<file path="src/rtl/color_ctrl.sv">
// Keyboard-driven colour controller: make codes step per-channel values,
// break sequences (F0 xx) are filtered, E0 prefixes are ignored.
module color_ctrl #(
  parameter int unsigned         CH      = 3,
  parameter int unsigned         W       = 3,
  parameter logic [CH*8-1:0]     KEYS    = {8'h2D, 8'h34, 8'h32},
  parameter logic [7:0]          CLR_KEY = 8'h66
) (
  input  logic            clk,
  input  logic            reset,
  input  logic            flag,
  input  logic [7:0]      scancode,
  input  logic [1:0]      mode,
  output logic [CH*W-1:0] rgb,
  output logic [CH-1:0]   dir,
  output logic            upd
);

  localparam logic [7:0]   BrkCode = 8'hF0;
  localparam logic [7:0]   ExtCode = 8'hE0;
  localparam logic [W-1:0] Max     = {W{1'b1}};
  localparam logic [W-1:0] One     = W'(1);
  localparam logic [W-1:0] MaxM1   = Max - One;

  typedef enum logic {StMake, StBrk} state_e;

  state_e          state_q, state_d;
  logic [CH*W-1:0] rgb_q, rgb_d;
  logic [CH-1:0]   dir_q, dir_d;
  logic            upd_q, upd_d;

  // Returns {new_dir, new_value}; bounce folds back at the rails so a channel
  // entering bounce at 0 or MAX never wraps.
  function automatic logic [W:0] step_chan(input logic [W-1:0] v, input logic d,
                                           input logic [1:0] m);
    logic [W-1:0] nv;
    logic         nd;
    nv = v;
    nd = d;
    unique case (m)
      2'b00: begin
        if (d) begin
          if (v == Max) begin
            nv = MaxM1;
            nd = 1'b0;
          end else begin
            nv = v + One;
            nd = (v != MaxM1);
          end
        end else begin
          if (v == '0) begin
            nv = One;
            nd = 1'b1;
          end else begin
            nv = v - One;
            nd = (v == One);
          end
        end
      end
      2'b01: nv = v + One;
      2'b10: if (v != Max) nv = v + One;
      2'b11: if (v != '0) nv = v - One;
    endcase
    return {nd, nv};
  endfunction

  always_comb begin
    state_d = state_q;
    rgb_d   = rgb_q;
    dir_d   = dir_q;
    if (flag && scancode != ExtCode) begin
      unique case (state_q)
        StMake: begin
          if (scancode == BrkCode) begin
            state_d = StBrk;
          end else if (scancode == CLR_KEY) begin
            rgb_d = '0;
            dir_d = '1;
          end else begin
            for (int unsigned i = 0; i < CH; i++) begin
              if (scancode == KEYS[8*i +: 8]) begin
                {dir_d[i], rgb_d[W*i +: W]} = step_chan(rgb_q[W*i +: W], dir_q[i], mode);
              end
            end
          end
        end
        StBrk: state_d = StMake;
      endcase
    end
    upd_d = (rgb_d != rgb_q);
  end

  always_ff @(posedge clk) begin
    if (!reset) begin
      state_q <= StMake;
      rgb_q   <= '0;
      dir_q   <= '1;
      upd_q   <= 1'b0;
    end else begin
      state_q <= state_d;
      rgb_q   <= rgb_d;
      dir_q   <= dir_d;
      upd_q   <= upd_d;
    end
  end

  assign rgb = rgb_q;
  assign dir = dir_q;
  assign upd = upd_q;

endmodule

</file>
<file path="config.mk">
export PLATFORM = sky130hd
export DESIGN_NAME = color_ctrl
export DESIGN_NICKNAME = d
export VERILOG_FILES = /design/src/rtl/color_ctrl.sv
export SDC_FILE = /design/constraint.sdc
export NUM_CORES = 1
export LEC_CHECK = 0
export CAP_MARGIN = 15
export CORE_AREA = 5 5 63 79
export CTS_CLUSTER_SIZE = 28
export DETAILED_ROUTE_END_ITERATION = 12
export DIE_AREA = 0 0 68 84
export PLACE_DENSITY = 0.71
export SLEW_MARGIN = 20
export SYNTH_ARGS = -nofsm -noshare
export SYNTH_HDL_FRONTEND = slang
export SYNTH_SLANG_ARGS = --single-unit
</file>
<file path="constraint.sdc">
create_clock -name clk -period 2.43 [get_ports clk]
set_clock_uncertainty 0.15 [all_clocks]
set_input_delay 0.243 -clock clk [delete_from_list [all_inputs] [get_ports clk]]
set_output_delay 0.243 -clock clk [all_outputs]
set_load 0.02 [all_outputs]
</file>
==> flow_summary.json <==
{
  "cts.sinks": 14,
  "irDropWorstVdd_v": 0.000138,
  "io_buffers": 25,
  "cp-end-kind": "flip-flop",
  "avgSynthCellArea_sq_um": 7.62,
  "yosysTopAreaCellShare_pct": 18.1,
  "row_count": 27,
  "vias": 1979,
  "tritoncts": "done",
  "slew_viol_final": 0,
  "synth_enable_flop_cells": 0,
  "drive_gt1_share_pct": 24.1,
  "first_pass_iters": 4,
  "ff_latch_area_sq_um": 298,
  "hpwl_um": 4250,
  "synth.most_common_cell": "ha_1",
  "cp-startpoint": "rgb[4]",
  "ys_ff_latch": 14,
  "diodes": 0,
  "multi_input_area_sq_um": 1430,
  "synth_cell_type_count": 59,
  "wire_per_inst_um": 15.3,
  "finalHoldViolations": 0,
  "dpl.cell_count": 344,
  "synthArstFlopShare_pct": 0,
  "numCtsBuffers": 3,
  "crit_fanout": 3,
  "syn_inst": 236,
  "min_period_ns": 2.41,
  "clock_latency_ns": 0.26,
  "rsz0062_at_grt": "true",
  "synth.net_count": 275,
  "antenna_found_initial": 0,
  "finalPower_uw": 580,
  "tightest_slew_ns": 0.404,
  "powerDensity_nw_per_um2": 232,
  "routed_wl_um": 5380,
  "ys_warn_count": 0,
  "drt_iter0_markers": 168,
  "coreArea_sq_um": 4220,
  "p_leak_nw": 1.09,
  "whs_path_depth": 2,
  "die_w_um": 68,
  "synthTopCellsByArea": "ha_1, dfxtp_1, a21oi_1",
  "clockBufferDepth": 2,
  "synth_top_cell_by_area": "ha_1",
  "status": "finished clean",
  "reg2regPathDepth": 12,
  "criticalPathCategory": "reg2reg",
  "ys.flop_type": "dfxtp_1",
  "cts_max_level": 1,
  "syn-cell-area_sq_um": 1800,
  "die_height_um": 84,
  "worstPathArrival_ns": 2.39,
  "grt-ovfl-total": 0,
  "grt_pass1_vias": 1962,
  "required_ns": 2.41,
  "critPathLaunchType": "flip-flop",
  "gp_congestion": 0.907,
  "syn_to_final_growth_pct": 39.2,
  "ant_nets": 0,
  "clockRootBuffer": "clkbuf_8",
  "reg2reg_from": "rgb[4]",
  "die-area_sq_um": 5710,
  "period_share_pct": 99.3,
  "grt.total_usage_pct": 19.9,
  "fmax_ghz": 0.414,
  "grt_max_degree": 12,
  "drc_errors": 0,
  "maxCapViolations": 0,
  "clkTransAtPathRegs_ns": 0.07,
  "ios": 26,
  "viasPerCell": 5.62,
  "synthTopCellsByCount": "ha_1, a21oi_1, inv_1, nand2_1, nor2_1",
  "fillers": 398,
  "grt_pass1_wl_um": 9020,
  "worstHoldStart": "state_q",
  "relSlewSlack_pct": 73.0,
  "hp-class": "reg2reg",
  "finalNetCount": 334,
  "yosysSeqAreaShare_pct": 15.6,
  "initial_core_util_pct": 42.6,
  "final_cells": 352,
  "report.final.setup_viol": 0
}
[flip-flops by register name, summed over array words and instances, names as in the netlist]
signal / flops
upd: 1
rgb: 9
state_q: 1
dir: 3
[placed cells by master, fill, tap and decap left out, types with 5 or more instances in the layout]
cell	instances
nand3_1	8
ha_1	21
o2111ai_1	6
nor2b_1	6
ha_4	5
inv_1	18
a21oi_1	21
buf_4	40
o21ai_0	5
nor2_1	18
clkdlybuf4s50_1	25
o21ai_1	5
dfxtp_1	8
nand2_1	19
[where the power goes]
group	leakage [nW]	switching [mW]	total (mW)	internal, mW
Sequential	0.117	0.000358	0.226	0.225
Combinational	0.948	0.0577	0.110	0.0522
Clock	0.0288	0.101	0.245	0.144
[per-layer routing]
layer	routed length, um	GRT usage (%)	share of wire [%]	vias up
met2	2790	35.4	52	59
met3	242	2.43	4.5	11
met1	2220	23.7	41	925
met4	127	6.51	2.4	0
li1	-	-	-	984
met5	0	0	0	-
[critical path, cell delays in order (launching register included)]
cell	delay, ns
dfxtp_4	0.36
inv_4	0.06
ha_4	0.14
ha_4	0.14
inv_4	0.03
ha_4	0.15
nor2_4	0.07
a21oi_2	0.03
mux4_2	0.51
o211ai_1	0.19
o2111ai_1	0.11
a311oi_1	0.21
a41oi_1	0.13
[worst paths after layout]
kind	end	slack, ns
worst max-delay path	upd	0.02
worst min register to register	state_q	0.36
worst min-delay path	state_q	0.36
worst max register to register	upd	0.02
[metrics by stage]
step,hold WS [ns],area [sq um],setup WS (ns),utilization [%],TNS [ns]
floorplan,0.155,1850,0.00408,-,0
global placement,0.339,2380,0.0236,56.4,0
detailed placement,0.351,2380,-0.0297,56.4,-0.0297
CTS,0.362,2470,-0.0339,58.5,-0.0339
global route,0.398,2500,-0.0987,59.3,-0.0987
finish,0.357,2500,0.0164,59.3,0
[cell type report]
class	count	share of cell area [%]
multi-input combinational	186	57.0
timing repair buffer	65	22.0
tap	58	2.90
inverter	25	4.05
clock buffer	4	2.20
sequential	14	11.9
[timing repair]
action                                 in CTS  in global routing
endpoints found under the hold margin       0                  0
buffers inserted                            3                  1
pin swaps                                   7                  8
hold buffers                                0                  0
resized for setup                           3                  4
setup endpoints to repair                   1                  1
[kinds of logic (layout without fill, tap and decap cells)]
group | Yosys count | after routing | share of synthesized area (%)
xor+xnor | 1 | 1 | 0.487
buf+inv | 36 | 94 | 8.77
simple gates | 86 | 86 | 26.7
mux | 6 | 6 | 5.43
fa+ha+maj | 26 | 26 | 18.1
compound gates | 67 | 67 | 24.9
flops | 14 | 14 | 15.6
Power figures use the tool's default switching activity.
